<file path="src/rtl/usb_tx_engine.sv">
// usb_tx_engine: full-speed USB packet serialiser (SYNC, PID, payload, CRC16,
//   bit stuffing, NRZI, EOP) running on clk with an internal bit-rate divider.
// Latency: first SYNC bit drives the lines one cycle after an accepted tx_start.
// Backpressure: none; payload bytes are pulled with get_tx_packet_data and
//   tx_start is ignored while a packet is in flight.
// Ports: clk/n_rst (async active-low); tx_start/tx_pid/tx_packet_size request;
//   tx_packet_data + get_tx_packet_data FIFO head and pop strobe;
//   dplus_out/dminus_out line drive; tx_transfer_active, tx_done, tx_error status.
module usb_tx_engine #(
  parameter int CLK_DIV     = 8,
  parameter int MAX_PAYLOAD = 64,
  parameter int SIZE_W      = $clog2(MAX_PAYLOAD + 1)
) (
  input  logic              clk,
  input  logic              n_rst,
  input  logic              tx_start,
  input  logic [3:0]        tx_pid,
  input  logic [SIZE_W-1:0] tx_packet_size,
  input  logic [7:0]        tx_packet_data,
  output logic              get_tx_packet_data,
  output logic              dplus_out,
  output logic              dminus_out,
  output logic              tx_transfer_active,
  output logic              tx_done,
  output logic              tx_error
);

  localparam int DIV_W = $clog2(CLK_DIV);
  localparam logic [DIV_W-1:0]  DIV_LAST = DIV_W'(CLK_DIV - 1);
  localparam logic [SIZE_W-1:0] MAX_SZ   = SIZE_W'(MAX_PAYLOAD);

  typedef enum logic [2:0] {S_IDLE, S_SYNC, S_PID, S_DATA, S_CRC, S_EOP} state_t;

  state_t            state, state_nxt;
  logic [3:0]        bit_idx, bit_idx_nxt, bit_inc;
  logic [DIV_W-1:0]  div_cnt;
  logic [SIZE_W-1:0] byte_cnt, size_q;
  logic [3:0]        pid_q;
  logic [7:0]        byte_q, pid_byte;
  logic [15:0]       crc;
  logic [2:0]        ones;
  logic              nrzi_j;   // NRZI line level, 1 = J
  logic              done_q, err_q;

  logic bit_end, stuff_ins, adv, raw_bit, load_byte, req_ok, accept, crc_fb;

  assign bit_inc  = bit_idx + 4'd1;
  assign bit_end  = (div_cnt == DIV_LAST);
  assign pid_byte = {~pid_q, pid_q};
  assign crc_fb   = crc[15] ^ raw_bit;
  assign accept   = (state == S_IDLE) && tx_start && req_ok;

  always_comb begin
    req_ok = 1'b0;
    case (tx_pid)
      4'b0011, 4'b1011:         req_ok = (tx_packet_size <= MAX_SZ);
      4'b0010, 4'b1010, 4'b1110: req_ok = (tx_packet_size == '0);
      default:                  req_ok = 1'b0;
    endcase
  end

  // State register
  always_ff @(posedge clk or negedge n_rst) begin
    if (!n_rst) begin
      state   <= S_IDLE;
      bit_idx <= 4'd0;
    end else begin
      state   <= state_nxt;
      bit_idx <= bit_idx_nxt;
    end
  end

  // Next-state: at each bit boundary either insert a stuff bit (position
  // holds) or advance to the next raw bit and compute its value.
  always_comb begin
    state_nxt   = state;
    bit_idx_nxt = bit_idx;
    raw_bit     = 1'b0;
    adv         = 1'b0;
    load_byte   = 1'b0;
    stuff_ins   = 1'b0;
    if (state == S_IDLE) begin
      if (accept) begin
        state_nxt   = S_SYNC;
        bit_idx_nxt = 4'd0;
      end
    end else if (bit_end) begin
      if (state != S_EOP && ones == 3'd6) begin
        stuff_ins = 1'b1;
      end else begin
        adv         = 1'b1;
        bit_idx_nxt = bit_inc;
        case (state)
          S_SYNC: begin
            if (bit_idx == 4'd7) begin
              state_nxt   = S_PID;
              bit_idx_nxt = 4'd0;
              raw_bit     = pid_byte[0];
            end else begin
              raw_bit = (bit_idx == 4'd6);
            end
          end
          S_PID: begin
            if (bit_idx == 4'd7) begin
              bit_idx_nxt = 4'd0;
              if (pid_q[1:0] == 2'b10) begin
                state_nxt = S_EOP;
              end else if (size_q == '0) begin
                state_nxt = S_CRC;
                raw_bit   = ~crc[15];
              end else begin
                state_nxt = S_DATA;
                load_byte = 1'b1;
                raw_bit   = tx_packet_data[0];
              end
            end else begin
              raw_bit = pid_byte[bit_inc[2:0]];
            end
          end
          S_DATA: begin
            if (bit_idx == 4'd7) begin
              bit_idx_nxt = 4'd0;
              if (byte_cnt == size_q) begin
                state_nxt = S_CRC;
                raw_bit   = ~crc[15];
              end else begin
                load_byte = 1'b1;
                raw_bit   = tx_packet_data[0];
              end
            end else begin
              raw_bit = byte_q[bit_inc[2:0]];
            end
          end
          S_CRC: begin
            if (bit_idx == 4'd15) begin
              state_nxt   = S_EOP;
              bit_idx_nxt = 4'd0;
            end else begin
              raw_bit = ~crc[4'd15 - bit_inc];
            end
          end
          S_EOP: begin
            if (bit_idx == 4'd2) begin
              state_nxt   = S_IDLE;
              bit_idx_nxt = 4'd0;
            end
          end
          default: state_nxt = S_IDLE;
        endcase
      end
    end
  end

  // Datapath: divider, latched request, payload byte, CRC, stuff counter, NRZI
  always_ff @(posedge clk or negedge n_rst) begin
    if (!n_rst) begin
      div_cnt  <= '0;
      byte_cnt <= '0;
      size_q   <= '0;
      pid_q    <= 4'd0;
      byte_q   <= 8'd0;
      crc      <= 16'hFFFF;
      ones     <= 3'd0;
      nrzi_j   <= 1'b1;
      done_q   <= 1'b0;
      err_q    <= 1'b0;
    end else begin
      done_q <= 1'b0;
      err_q  <= 1'b0;
      if (state == S_IDLE) begin
        div_cnt <= '0;
        if (tx_start && !req_ok) err_q <= 1'b1;
        if (accept) begin
          pid_q    <= tx_pid;
          size_q   <= tx_packet_size;
          byte_cnt <= '0;
          crc      <= 16'hFFFF;
          ones     <= 3'd0;
          nrzi_j   <= ~nrzi_j;          // first SYNC bit is a 0
        end
      end else begin
        div_cnt <= bit_end ? '0 : div_cnt + DIV_W'(1);
        if (stuff_ins) begin
          nrzi_j <= ~nrzi_j;
          ones   <= 3'd0;
        end else if (adv) begin
          if (state_nxt == S_IDLE) begin
            done_q <= 1'b1;
          end else if (state_nxt == S_EOP) begin
            // NRZI level is parked at J for the final EOP bit and idle
            if (bit_idx_nxt == 4'd2) nrzi_j <= 1'b1;
          end else begin
            nrzi_j <= raw_bit ? nrzi_j : ~nrzi_j;
            ones   <= raw_bit ? ones + 3'd1 : 3'd0;
          end
          if (load_byte) begin
            byte_q   <= tx_packet_data;
            byte_cnt <= byte_cnt + SIZE_W'(1);
          end
          if (state_nxt == S_DATA) begin
            crc <= {crc[14:0], 1'b0} ^ (crc_fb ? 16'h8005 : 16'h0000);
          end
        end
      end
    end
  end

  // Outputs
  always_comb begin
    tx_transfer_active = (state != S_IDLE);
    get_tx_packet_data = load_byte;
    tx_done            = done_q;
    tx_error           = err_q;
    if (state == S_EOP && bit_idx < 4'd2) begin
      dplus_out  = 1'b0;
      dminus_out = 1'b0;
    end else begin
      dplus_out  = nrzi_j;
      dminus_out = ~nrzi_j;
    end
  end

endmodule

</file>
<file path="config.mk">
export PLATFORM = sky130hd
export DESIGN_NAME = usb_tx_engine
export DESIGN_NICKNAME = d
export VERILOG_FILES = /design/src/rtl/usb_tx_engine.sv
export SDC_FILE = /design/constraint.sdc
export NUM_CORES = 1
export LEC_CHECK = 0
export ABC_AREA = 1
export CELL_PAD_IN_SITES_DETAIL_PLACEMENT = 1
export CELL_PAD_IN_SITES_GLOBAL_PLACEMENT = 2
export CORE_UTILIZATION = 37
export DETAILED_ROUTE_END_ITERATION = 6
export HOLD_SLACK_MARGIN = 0.03
export PLACE_DENSITY = 0.95
export SYNTH_ARGS = -nofsm -noshare
export SYNTH_HDL_FRONTEND = slang
export SYNTH_SLANG_ARGS = --single-unit
</file>
<file path="constraint.sdc">
create_clock -name clk -period 4.3 [get_ports clk]
set_clock_uncertainty 0.15 [all_clocks]
set_input_delay 0.43 -clock clk [delete_from_list [all_inputs] [get_ports clk]]
set_output_delay 0.43 -clock clk [all_outputs]
set_load 0.05 [all_outputs]
</file>
==> results.sh, run 1 <==
export IMPL_die_width_um=100
export IMPL_r2r_end="crc[2]"
export IMPL_r2r_worst_path_cells=16
export IMPL_gp_congestion=0.884
export IMPL_dieArea_sq_um=10000
export IMPL_rows=35
export IMPL_crit_type="reg2out"
export IMPL_power_frac_clock_pct=22.2
export IMPL_synth_yosys_seq_area_share_pct=41.4
export IMPL_nets=510
export IMPL_track_usage_pct=19.9
export IMPL_synth_distinct_cells=40
export IMPL_period_share_pct=88.4
export IMPL_max_freq_ghz=0.263
export IMPL_maxCapViolations=0
export IMPL_wl_um=8900
export IMPL_power_frac_seq_pct=35.8
export IMPL_netlist_top_cells_area="dfrtp_1 (29%), nand2_1 (14%), dfstp_2 (13%)"
export IMPL_initial_core_util_pct=38.3
export IMPL_diodes=0
export IMPL_via_per_inst=4.99
export IMPL_area_growth_pct=15.6
export IMPL_total_power_mw=2.19
export IMPL_synth_ff_type="dfrtp_1"
export IMPL_via_count=3067
export IMPL_place_detailed_instances=599
export IMPL_dp_hpwl_um=6670
export IMPL_cts_tree="yes"
export IMPL_die_h_um=100
export IMPL_overflow=0
export IMPL_ant_nets=0
export IMPL_drtPass1Iterations=4
export IMPL_crit_arrival_ns=3.22
export IMPL_multiInputGateArea_sq_um=1770
export IMPL_async_flop_share_pct=100
export IMPL_peakVddDrop_uv=250
export IMPL_critPathMaxFanout=12
export IMPL_grt_pass1_vias=3211
export IMPL_finalHoldViolations=0
export IMPL_combPwrFrac_pct=42.0
export IMPL_io_buffers=27
export IMPL_postCtsSetupBuffers=0
export IMPL_grt_max_degree=59
export IMPL_synth_edf_count=0
export IMPL_root_buffer="clkbuf_8"
export IMPL_clock_sinks=58
export IMPL_finalCriticalPeriod_ns=3.80
export IMPL_p_per_area_nw_per_um2=532
export IMPL_detail_route_wl_per_cell_um=14.5
export IMPL_clkTransAtPathRegs_ns=0.07
export IMPL_synth_top_area_share_pct=28.9
export IMPL_drive_gt1_share_pct=15.4
export IMPL_critPathBufInv=3
export IMPL_fin_cells=615
export IMPL_synth_net_count=481
export IMPL_cp_slowest_cell="clkdlybuf4s50_1"
export IMPL_synth_seq_cells=58
export IMPL_cts_hold_buf=0
export IMPL_slew_limit_headroom_pct=49.5
export IMPL_yosys_area_top_type="dfrtp_1"
export IMPL_power_share_switching_pct=42.9
export IMPL_syn_area_per_cell_sq_um=7.86
export IMPL_drtIter0Drc=123
export IMPL_antenna_found_initial=0
export IMPL_hp_class="in2async"
export IMPL_grt_first_pass_wirelength_um=15500
export IMPL_critPathRequiredTime_ns=3.72
export IMPL_p_int_mw=1.25
export IMPL_slew_viol_final=0
export IMPL_ctsLongestPathBuffers=2
export IMPL_fillers=1190
export IMPL_htreeDepth=3
export IMPL_synth_warnings=0
export IMPL_cellLeakagePower_nw=1.97
export IMPL_startpoint_type="flop"
export IMPL_core_sq_um=9280
export IMPL_endpoint_kind="primary output"
export IMPL_cts_buffers=9
export IMPL_status="complete, no violations"
export IMPL_pin_count=28
export IMPL_seqCellArea_sq_um=1470
export IMPL_syn_inst=452
export IMPL_reg2reg_from="bit_idx[0]"
export IMPL_power_switching_uw=937
export IMPL_critical_path_top_delay_family="buffers and inverters"
export IMPL_path_cells="ha_1 > nand2_1 > nor2_4 > inv_2 > nor4_2 > nand2_2 > inv_1 > clkdlybuf4s50_1"
export IMPL_slowest_delay_ns=0.89
export IMPL_tightestPinTransition_ns=0.758
export IMPL_rsz0062_at_grt="no"
export IMPL_r2r_slack_ns=1.28
export IMPL_setup_tns_final_ns=0
export IMPL_synth_commonest_cells="nand2_1 (129), inv_1 (53), nand3_1 (51), dfrtp_1 (41), nor2_1 (37)"
export IMPL_drc=0
export IMPL_synth_most_common_cell="nand2_1"
export IMPL_clk_latency_ns=0.35
export IMPL_setup_violations=0
export IMPL_syn_area_sq_um=3550
export IMPL_cts_resized=0
## power groups by stage
stage,Combinational [mW],Sequential (mW),Clock (mW)
after detailed placement,0.930,0.792,0
after global routing,1.04,0.799,0.523
final,0.917,0.783,0.486
after global placement,0.902,0.785,0
after CTS,0.935,0.783,0.497
after floorplan,0.690,0.775,0
## layout by cell type (no fill, tap or decap), types with 2 or more instances in the layout
cell type	netlist	final
buf_4	3	2
o21ai_0	19	19
dfrtp_1	41	41
a21oi_1	8	8
clkdlybuf4s50_1	0	26
nor2_4	2	2
nand2_4	5	5
ha_1	7	7
nand2_2	2	2
clkbuf_8	0	9
dfstp_2	17	17
nor4_1	2	2
xnor2_1	5	5
clkbuf_1	2	4
clkinv_2	0	2
nand2_1	129	129
a21oi_4	2	2
nand3b_1	2	2
inv_2	9	9
nand3_1	51	51
nor2_8	2	2
o211ai_1	6	6
o21ai_1	4	4
a22oi_2	10	10
inv_1	53	53
nand4_1	4	4
nor3_1	2	2
o31ai_2	3	3
xor2_1	6	6
nor2_1	37	37
a22oi_1	3	3
## sequential cells by signal (all words and copies together) (netlist names), 3 cells and up
register	flops
pid_q	4
byte_cnt	7
state	3
div_cnt	3
size_q	7
crc	16
byte_q	8
bit_idx	4
ones	3
## layout make-up
cell class | instances | share of cell area (%)
sequential | 58 | 35.9
clock buffer | 13 | 3.38
clock inverter | 3 | 0.975
inverter | 63 | 5.88
multi-input combinational | 320 | 43.2
tap | 129 | 3.93
timing repair buffer | 29 | 6.82
## cell families (layout without fill, tap and decap cells)
family,after synthesis,after routing,synth area share (%)
flip-flops,58,58,41.4
adder cells (fa/ha/maj),7,7,2.46
XOR/XNOR,11,11,2.71
AND/OR/NAND/NOR,244,244,32.3
buffers and inverters,74,108,8.66
AO/OA/AOI/OAI,58,58,12.5
## worst max path at each step
stage | from | endpoint | slack (ns) | cells past startpoint
2_1_floorplan | bit_idx[0] | crc[15] | 1.81 | 19
3_3_place_gp | bit_idx[1] | get_tx_packet_data | 1.06 | 8
3_5_place_dp | bit_idx[1] | get_tx_packet_data | 0.91 | 8
4_1_cts | bit_idx[1] | get_tx_packet_data | 0.53 | 8
5_1_grt | bit_idx[1] | get_tx_packet_data | 0.37 | 8
6_report | bit_idx[1] | get_tx_packet_data | 0.50 | 8
## routing by layer
metal  global-route usage (%)  share of wire (%)  routed length [um]
met5                        0                  0                   0
met4                     7.25                1.5                 137
met3                     3.97                3.4                 305
met2                     34.5                 47                4220
met1                     24.6                 48                4240
## per-stage QoR
stage | utilization (%) | setup WS [ns] | hold WS, ns | instance area [sq um]
3_5_place_dp | 42.3 | 0.911 | 0.284 | 3930
3_3_place_gp | 42.3 | 1.06 | 0.265 | 3930
6_report | 44.2 | 0.501 | 0.0920 | 4110
2_1_floorplan | - | 1.81 | -0.0156 | 3550
4_1_cts | 44.2 | 0.526 | 0.118 | 4110
5_1_grt | 44.2 | 0.371 | 0.158 | 4110
Note: power is estimated with default switching activity, not from simulation.
==> inputs of run 2 (changes only) <==
- CTS_CLUSTER_DIAMETER: unset -> 100
==> results of run 2 <==
The final DEF is identical to that of run 1; final timing and power are the same.
